**src/rtl/jt51_noise_pkg.sv**
```systemverilog
// Shared constants and helpers for the JT51 noise generator.
// Optional feature macro (consumed by jt51_noise_gen): JT51_NOISE_SEED_EN.
package jt51_noise_pkg;

    localparam int          NOISE_W    = 17;
    localparam int          NOISE_TAPA = 16;
    localparam int          NOISE_TAPB = 13;
    localparam logic [31:0] NOISE_INIT = 32'd14220;
    localparam int          NOISE_FW   = 5;
    localparam int          NOISE_SW   = 8;

    // All-ones mask covering the low w bits of a 32-bit word.
    // The LFSR compares against it to spot the XNOR lock-up state.
    function automatic logic [31:0] noise_ones_mask(input int w);
        logic [31:0] m;
        m = 32'd0;
        for (int i = 0; i < 32; i++) begin
            if (i < w) begin
                m[i] = 1'b1;
            end else begin
                m[i] = 1'b0;
            end
        end
        return m;
    endfunction

endpackage

```
**src/rtl/jt51_noise_div.sv**
```systemverilog
// Noise frequency divider: counts cen pulses and requests an LFSR shift
// once the count reaches the inverted NFRQ value. The period is
// 2^FW - nfrq cen pulses. A clear input restarts the count (seed load).
module jt51_noise_div
    import jt51_noise_pkg::*;
#(
    parameter int FW = NOISE_FW
) (
    input  logic          clk,
    input  logic          rst_n,
    input  logic          cen,
    input  logic          en,
    input  logic          clr,
    input  logic [FW-1:0] nfrq,
    output logic          shift
);

    logic [FW-1:0] cnt_r;
    logic [FW-1:0] cnt_nxt_s;
    logic [FW-1:0] lim_s;
    logic          hit_s;

    // Next count and shift request; >= compare so a lowered limit fires at once.
    always_comb begin
        lim_s     = ~nfrq;
        hit_s     = (cnt_r >= lim_s);
        cnt_nxt_s = cnt_r;
        shift     = 1'b0;
        if (cen) begin
            if (clr) begin
                cnt_nxt_s = {FW{1'b0}};
            end else if (!en) begin
                cnt_nxt_s = {FW{1'b0}};
            end else if (hit_s) begin
                cnt_nxt_s = {FW{1'b0}};
                shift     = 1'b1;
            end else begin
                cnt_nxt_s = cnt_r + FW'(1'b1);
            end
        end else begin
            cnt_nxt_s = cnt_r;
        end
    end

    // Divider count register.
    always_ff @(posedge clk or negedge rst_n) begin
        if (!rst_n) begin
            cnt_r <= {FW{1'b0}};
        end else begin
            cnt_r <= cnt_nxt_s;
        end
    end

endmodule

```
**src/rtl/jt51_noise_gen.sv**
```systemverilog
// JT51 parametrised noise generator: XNOR LFSR clocked by an NFRQ divider,
// with noise enable, lock-up recovery, a one-cycle step strobe and a
// multi-bit sample word.
// Optional feature: define JT51_NOISE_SEED_EN to add seed_we/seed ports
// that load the LFSR at run time.
module jt51_noise_gen
    import jt51_noise_pkg::*;
#(
    parameter int          W    = NOISE_W,
    parameter int          TAPA = NOISE_TAPA,
    parameter int          TAPB = NOISE_TAPB,
    parameter logic [31:0] INIT = NOISE_INIT,
    parameter int          FW   = NOISE_FW,
    parameter int          SW   = NOISE_SW
) (
    input  logic          clk,
    input  logic          rst_n,
    input  logic          cen,
    input  logic          en,
    input  logic [FW-1:0] nfrq,
`ifdef JT51_NOISE_SEED_EN
    input  logic          seed_we,
    input  logic [W-1:0]  seed,
`endif
    output logic          step,
    output logic          out,
    output logic [SW-1:0] sample,
    output logic          lock
);

    localparam logic [31:0]  ONES32 = noise_ones_mask(W);
    localparam logic [W-1:0] ONES   = ONES32[W-1:0];
    localparam logic [W-1:0] SEED0  = INIT[W-1:0];

    // Reject parameter sets that would break the LFSR or the output slice.
    if ((W < 4) || (W > 32)) begin : g_bad_w
        $error("jt51_noise_gen: W must be within 4..32");
    end
    if (TAPA != (W - 1)) begin : g_bad_tapa
        $error("jt51_noise_gen: TAPA must equal W-1");
    end
    if (TAPB >= TAPA) begin : g_bad_tapb
        $error("jt51_noise_gen: TAPB must be below TAPA");
    end
    if (SW > W) begin : g_bad_sw
        $error("jt51_noise_gen: SW must not exceed W");
    end
    if (SEED0 == ONES) begin : g_bad_init
        $error("jt51_noise_gen: INIT must not be all-ones");
    end

    // One XNOR LFSR step.
    function automatic logic [W-1:0] lfsr_next(input logic [W-1:0] v);
        return {v[W-2:0], ~(v[TAPA] ^ v[TAPB])};
    endfunction

    logic [W-1:0] bb_r;
    logic [W-1:0] bb_nxt_s;
    logic         step_r;
    logic         lock_r;
    logic         shift_s;
    logic         all_ones_s;
    logic         load_s;
    logic [W-1:0] seed_s;

`ifdef JT51_NOISE_SEED_EN
    assign load_s = cen & seed_we;
    assign seed_s = seed;
`else
    assign load_s = 1'b0;
    assign seed_s = SEED0;
`endif

    jt51_noise_div #(
        .FW (FW)
    ) u_div (
        .clk   (clk),
        .rst_n (rst_n),
        .cen   (cen),
        .en    (en),
        .clr   (load_s),
        .nfrq  (nfrq),
        .shift (shift_s)
    );

    assign all_ones_s = (bb_r == ONES);

    // Next LFSR value: seed load beats a shift; all-ones recovers to INIT.
    always_comb begin
        bb_nxt_s = bb_r;
        if (load_s) begin
            bb_nxt_s = seed_s;
        end else if (shift_s) begin
            if (all_ones_s) begin
                bb_nxt_s = SEED0;
            end else begin
                bb_nxt_s = lfsr_next(bb_r);
            end
        end else begin
            bb_nxt_s = bb_r;
        end
    end

    // LFSR state plus step/lock strobes; strobes drop on any edge without a shift.
    always_ff @(posedge clk or negedge rst_n) begin
        if (!rst_n) begin
            bb_r   <= SEED0;
            step_r <= 1'b0;
            lock_r <= 1'b0;
        end else begin
            bb_r   <= bb_nxt_s;
            step_r <= shift_s;
            lock_r <= shift_s & all_ones_s;
        end
    end

    assign step   = step_r;
    assign lock   = lock_r;
    assign out    = bb_r[W-1];
    assign sample = bb_r[W-1 -: SW];

endmodule
```
**config.mk**
```make
export PLATFORM = sky130hd
export DESIGN_NAME = jt51_noise_gen
export DESIGN_NICKNAME = d
export VERILOG_FILES = /design/src/rtl/jt51_noise_pkg.sv /design/src/rtl/jt51_noise_div.sv /design/src/rtl/jt51_noise_gen.sv
export SDC_FILE = /design/constraint.sdc
export NUM_CORES = 1
export LEC_CHECK = 0
export CORE_UTILIZATION = 51
export CTS_CLUSTER_SIZE = 8
export DETAILED_ROUTE_END_ITERATION = 6
export GPL_TIMING_DRIVEN = 0
export PLACE_DENSITY = 0.77
export SETUP_SLACK_MARGIN = 0.3
export SYNTH_ARGS = -nofsm -noshare
export SYNTH_HDL_FRONTEND = slang
export SYNTH_SLANG_ARGS = --single-unit
export TNS_END_PERCENT = 30
```
**constraint.sdc**
```tcl
create_clock -name clk -period 2.5 [get_ports clk]
set_clock_uncertainty 0.2 [all_clocks]
set_input_delay 0.625 -clock clk [delete_from_list [all_inputs] [get_ports clk]]
set_output_delay 0.625 -clock clk [all_outputs]
set_load 0.01 [all_outputs]
```
==> flow_metrics.env, run 1 <==
export IMPL_synth_net_count=119
export IMPL_syn_inst=104
export IMPL_track_usage=0.221
export IMPL_cts_sink_count=24
export IMPL_use_met2=0.362
export IMPL_synth_seq_cells=24
export IMPL_n_antenna_cell=0
export IMPL_dpl_hpwl_mm=1.65
export IMPL_cts_root_buf="clkbuf_4"
export IMPL_grt_max_degree=25
export IMPL_numCtsBuffers=3
export IMPL_power_mw=1.22
export IMPL_yosysTopAreaCellShare=0.334
export IMPL_fillerInstances=146
export IMPL_synth_top_cell_by_area="dfrtp_1"
export IMPL_max_freq_ghz=0.431
export IMPL_critPathKind="flip-flop to output port"
export IMPL_switching_power_uw=383
export IMPL_portBuffers=19
export IMPL_place_ws_ps=-361
export IMPL_peakVddDrop_mv=0.470
export IMPL_die_height_um=50.5
export IMPL_dieArea_um2=2550
export IMPL_gp_congestion=0.826
export IMPL_max_slew_margin=0.315
export IMPL_yosys_warnings=0
export IMPL_seq_area_frac_synth=0.510
export IMPL_use_met1=0.286
export IMPL_die_w_um=50.5
export IMPL_pwr_share_seq=0.458
export IMPL_firstDrtPassIters=4
export IMPL_synthToLayoutAreaGrowth_pct=36.6
export IMPL_timing_final_hold_violations=0
export IMPL_core_um2=2210
export IMPL_fin_ws_ps=182
export IMPL_start_util=0.541
export IMPL_holdWs_ps=351
export IMPL_drv_cap=0
export IMPL_crit_arrival_ps=1490
export IMPL_setup_viol=0
export IMPL_clockBufferDepth=2
export IMPL_fin_cells=168
export IMPL_period_share=0.927
export IMPL_required_ps=1670
export IMPL_overflow=0
export IMPL_fin_setup_tns_ps=0
export IMPL_drive_above_1_share=0.400
export IMPL_grtUsageMet3=0.0394
export IMPL_power_internal_uw=834
export IMPL_rows=17
export IMPL_num_nets_final=156
export IMPL_regArea_um2=612
export IMPL_synth_area_per_cell_um2=11.5
export IMPL_min_period_ps=2320
export IMPL_status="finished clean"
export IMPL_h_tree_depth=1
export IMPL_io_pins=20
export IMPL_num_vias=929
export IMPL_detailed_place_area_um2=1420
export IMPL_synth_top_cells_by_area="dfrtp_1 (33%), dfstp_2 (18%), mux2_2 (7.5%), a22o_1 (6.6%), ha_1 (6.3%)"
export IMPL_finalInstanceArea_um2=1640
export IMPL_async_reset_ff_frac=1.00
export IMPL_routed_wl_mm=2.60
export IMPL_worstMarginPinSlew_ps=1020
export IMPL_final_util=0.739
export IMPL_swShare=0.315
export IMPL_hp_class="flip-flop to flip-flop"
export IMPL_ys_flop_type="dfrtp_1"
export IMPL_leakagePower_nw=0.831
export IMPL_post_drt_wl_per_cell_um=15.5
export IMPL_drt_initial_drc_count=20
export IMPL_start_kind="flip-flop"
export IMPL_synth_area_um2=1200
export IMPL_clk_pin_slew_worst_paths_ps=130
export IMPL_crit_path_end_kind="output port"
export IMPL_cts_tree="yes"
export IMPL_clk_latency_ps=320
export IMPL_remaining_drc_errors=0
export IMPL_synth_common_cells="dfrtp_1 (16), a22o_1 (9), nand2_1 (9)"
export IMPL_critPathMaxFanout=3
export IMPL_post_drt_via_cell_ratio=5.53
export IMPL_grt_first_pass_wirelength_mm=4.17
export IMPL_ant_nets=0
export IMPL_grt_pass1_vias=917
export IMPL_yosysMostFrequentCell="dfrtp_1"
export IMPL_pwr_share_comb=0.311
export IMPL_multi_input_area_um2=538
export IMPL_dpl_cell_count=151
export IMPL_power_density_nw_per_um2=744
export IMPL_grt_busiest_layer="met2"
export IMPL_slew_viol_final=0
export IMPL_antenna_found_initial=0
export IMPL_synth_edf_count=0
export IMPL_synth_cell_types=28
export IMPL_clkPwrFrac=0.231
export IMPL_rsz0062_at_grt="yes"
## layer usage
metal	part of all wire	routed length [um]
met1	0.43	1110
met2	0.53	1370
met3	0.035	92
met4	0.011	29
met5	0	0
## cell type report
class	count	area share
flip-flops and latches	24	0.374
plain buffers	10	0.0467
multi-input cells	63	0.329
clock buffers	3	0.0138
repair buffers	32	0.181
well taps	28	0.0214
inverters	7	0.0161
clock inverters	1	0.0184
## worst max-delay path, cell delays in order, from the launching register on
cell and delay, ps:
dfstp_2 560, buf_4 100, clkdlybuf4s50_1 520
## flip-flops by register name, summed over array words and instances (netlist names)
signal       cells
step             1
bb_r            17
lock             1
u_div.cnt_r      5
## power groups by stage
stage,Sequential [mW],Clock (mW),Combinational (mW)
finish,0.558,0.281,0.378
global route,0.571,0.302,0.424
CTS,0.552,0.281,0.351
detailed placement,0.553,0,0.306
global placement,0.549,0,0.288
floorplan,0.534,0,0.234
## layout by cell type, fill, tap and decap left out, drive strengths merged, types with 2 or more instances in the layout
master         count
nand2              9
a21oi              4
dfstp              8
dlymetal6s2s       6
clkdlybuf4s50      9
nand3              5
dlygate4sd2        4
inv                7
o21ai              4
nand4              4
o311ai             2
mux2               8
buf               23
nor2               4
ha                 6
clkbuf             3
a22o               9
dfrtp             16
## repair_timing
| action | 4_1_cts | 5_1_grt |
|---|---|---|
| endpoints found under the setup margin | 28 | 25 |
| pin swaps | 8 | 2 |
| resized for setup | 10 | 10 |
| buffers inserted | 7 | 5 |
| hold endpoints to repair | 0 | 0 |
| cloned | 1 | 0 |
| hold buffers | 0 | 0 |
## cells by family after synthesis
kind of cell	Yosys count	share of synthesized area
compound gates	21	0.143
xor+xnor	1	0.00732
fa+ha+maj	6	0.0627
buf+inv	17	0.0857
flops	24	0.510
mux	9	0.0836
simple gates	26	0.108
## final timing paths
kind                       slack (ps)  depth (start not counted)            from         to
min in group asynchronous         650                          1           rst_n   bb_r[14]
max in group asynchronous         780                          1           rst_n   bb_r[16]
min                               350                          1         bb_r[6]    bb_r[6]
min reg2reg                       350                          1         bb_r[6]    bb_r[6]
max                               180                          2        bb_r[10]  sample[1]
max reg2reg                       420                          9  u_div.cnt_r[0]    bb_r[6]
No activity file was read; power rests on OpenSTA's default activity.
==> run 2: changes to the inputs <==
--- a/config.mk
+++ b/config.mk
@@ -5,10 +5,10 @@
 export SDC_FILE = /design/constraint.sdc
 export NUM_CORES = 1
 export LEC_CHECK = 0
+export ABC_AREA = 0
 export CORE_UTILIZATION = 51
 export CTS_CLUSTER_SIZE = 8
 export DETAILED_ROUTE_END_ITERATION = 6
-export GPL_TIMING_DRIVEN = 0
 export PLACE_DENSITY = 0.77
 export SETUP_SLACK_MARGIN = 0.3
 export SYNTH_ARGS = -nofsm -noshare
==> run 2 against run 1 <==
  * Critical endpoint is now sample[7]
  * Largest power group unchanged
  * Sequential cell count did not move
  * Wire length shrank 2.6%
  * First-iteration DRC count rose by 30%
  * Critical path depth down 1
  * Fmax rose by 5.0%
  * Highest routed layer unchanged
  * Via count decreased by 2.5%
  * Hold slack improved by 6.6 ps
  * Register-to-register slack gained 20 ps
  * Sequential share of layout area up 0.59 points
  * Largest cell class unchanged
  * Global-route usage increased by 0.21 points
==> flow_metrics.env, run 2 (same netlist as run 1, synthesis figures left out) <==
export IMPL_grt_max_degree=25
export IMPL_h_tree_depth=1
export IMPL_final_common_cell="dfrtp_1"
export IMPL_critPathKind="flip-flop to output port"
export IMPL_die_height_um=50.5
export IMPL_numCtsBuffers=3
export IMPL_place_ws_ps=-156
export IMPL_worstSetupStartpoint="bb_r[16]"
export IMPL_dieArea_um2=2550
export IMPL_drt_initial_drc_count=26
export IMPL_routed_wl_mm=2.54
export IMPL_power_density_nw_per_um2=790
export IMPL_ant_nets=0
export IMPL_fin_cells=158
export IMPL_clockBufferDepth=2
export IMPL_overflow=0
export IMPL_ff2ff_path_depth=8
export IMPL_max_freq_ghz=0.453
export IMPL_io_pins=20
export IMPL_hold_path_startpoint="bb_r[0]"
export IMPL_core_um2=2210
export IMPL_drive_above_1_share=0.362
export IMPL_peakVddDrop_mv=0.570
export IMPL_cts_sink_count=24
export IMPL_required_ps=1670
export IMPL_timing_final_hold_violations=0
export IMPL_rows=17
export IMPL_dpl_hpwl_mm=1.66
export IMPL_firstDrtPassIters=4
export IMPL_portBuffers=19
export IMPL_gp_congestion=0.784
export IMPL_rrSetupSlack_ps=440
export IMPL_crit_path_end_kind="output port"
export IMPL_start_kind="flip-flop"
export IMPL_drv_cap=0
export IMPL_cts_tree="yes"
export IMPL_critPathBufInv=1
export IMPL_top_register="bb_r"
export IMPL_status="finished clean"
export IMPL_period_share=0.883
export IMPL_track_usage=0.223
export IMPL_critPathTopFamily="buffers and inverters"
export IMPL_crit_arrival_ps=1380
export IMPL_slew_viol_final=0
export IMPL_worst_path_stages=1
export IMPL_leakagePower_nw=0.769
export IMPL_largest_register_ffs=17
export IMPL_setup_viol=0
export IMPL_min_period_ps=2210
export IMPL_num_nets_final=146
export IMPL_worstMarginPinSlew_ps=299
export IMPL_cp_slowest_stage_delay_ps=580
export IMPL_die_w_um=50.5
export IMPL_cp_cell_sequence="clkdlybuf4s50_1"
export IMPL_fillerInstances=160
export IMPL_remaining_drc_errors=0
export IMPL_post_drt_via_cell_ratio=5.73
export IMPL_num_vias=906
export IMPL_r2r_start="u_div.cnt_r[0]"
export IMPL_start_util=0.541
export IMPL_cts_root_buf="clkbuf_4"
export IMPL_fin_ws_ps=293
export IMPL_final_cell_mix="dfrtp_1 (16), clkdlybuf4s50_1 (10), a22o_1 (9)"
export IMPL_slowest_stage="clkdlybuf4s50_1"
export IMPL_grt_first_pass_wirelength_mm=4.15
export IMPL_clk_latency_ps=330
export IMPL_largestRegisters="bb_r x17, u_div.cnt_r x5"
export IMPL_antenna_found_initial=0
export IMPL_rsz0062_at_grt="yes"
export IMPL_power_mw=1.27
export IMPL_clk_pin_slew_worst_paths_ps=140
export IMPL_holdPathStages=1
export IMPL_critPathMaxFanout=5
export IMPL_hp_class="flip-flop to flip-flop"
export IMPL_grt_pass1_vias=916
export IMPL_max_slew_margin=0.801
export IMPL_post_drt_wl_per_cell_um=16.0
export IMPL_n_antenna_cell=0
export IMPL_synthToLayoutAreaGrowth_pct=34.2
export IMPL_dpl_cell_count=148
export IMPL_fin_setup_tns_ps=0
==> run 2: changes by cell type in the layout (fill, tap and decap cells not counted), sizes merged <==
cell	before	now
clkdlybuf4s50	9	10
buf	23	13
dlymetal6s2s	6	5
==> run 2: metal layers <==
layer	vias up	track usage	wire, um	part of all wire
li1	422	-	-	-
met1	453	0.308	1200	0.47
met2	24	0.344	1200	0.47
met3	7	0.0303	79	0.031
met4	0	0.106	59	0.023
met5	-	0	0	0
==> run 2: metrics by stage <==
step                      hold WS, ps   util  instance area [um^2]
after global placement            307  0.638                  1410
after CTS                         349  0.706                  1560
after floorplan                   129      -                  1200
after global routing              374  0.726                  1610
final                             358  0.726                  1610
after detailed placement          315  0.638                  1410
==> run 2: final timing paths <==
kind	to
min reg2reg	bb_r[0]
max	sample[7]
max in group asynchronous	bb_r[9]
max reg2reg	bb_r[7]
min in group asynchronous	lock
min	bb_r[0]
==> run 2: final cells by class <==
class                      instances  area [um^2]  share of cell area
clock inverter                     1         30.0              0.0187
tap                               28         35.0              0.0218
multi-input combinational         63          543               0.338
sequential                        24          611               0.380
clock buffer                       3         22.5              0.0140
inverter                           7         26.3              0.0164
timing repair buffer              32          339               0.211
==> run 2: timing repair <==
item / 4_1_cts / 5_1_grt
gates resized for setup: 14 / 9
gates cloned: 1 / 0
hold buffers: 0 / 0
endpoints found under the setup margin: 21 / 22
pin swaps: 5 / 10
setup buffers: 5 / 0
==> run 2: report_power, final <==
group,switching [mW],total [mW],internal [mW]
clock,0.120,0.282,0.162
sequential,0.0850,0.561,0.476
combinational,0.195,0.427,0.232
total,0.400,1.27,0.870
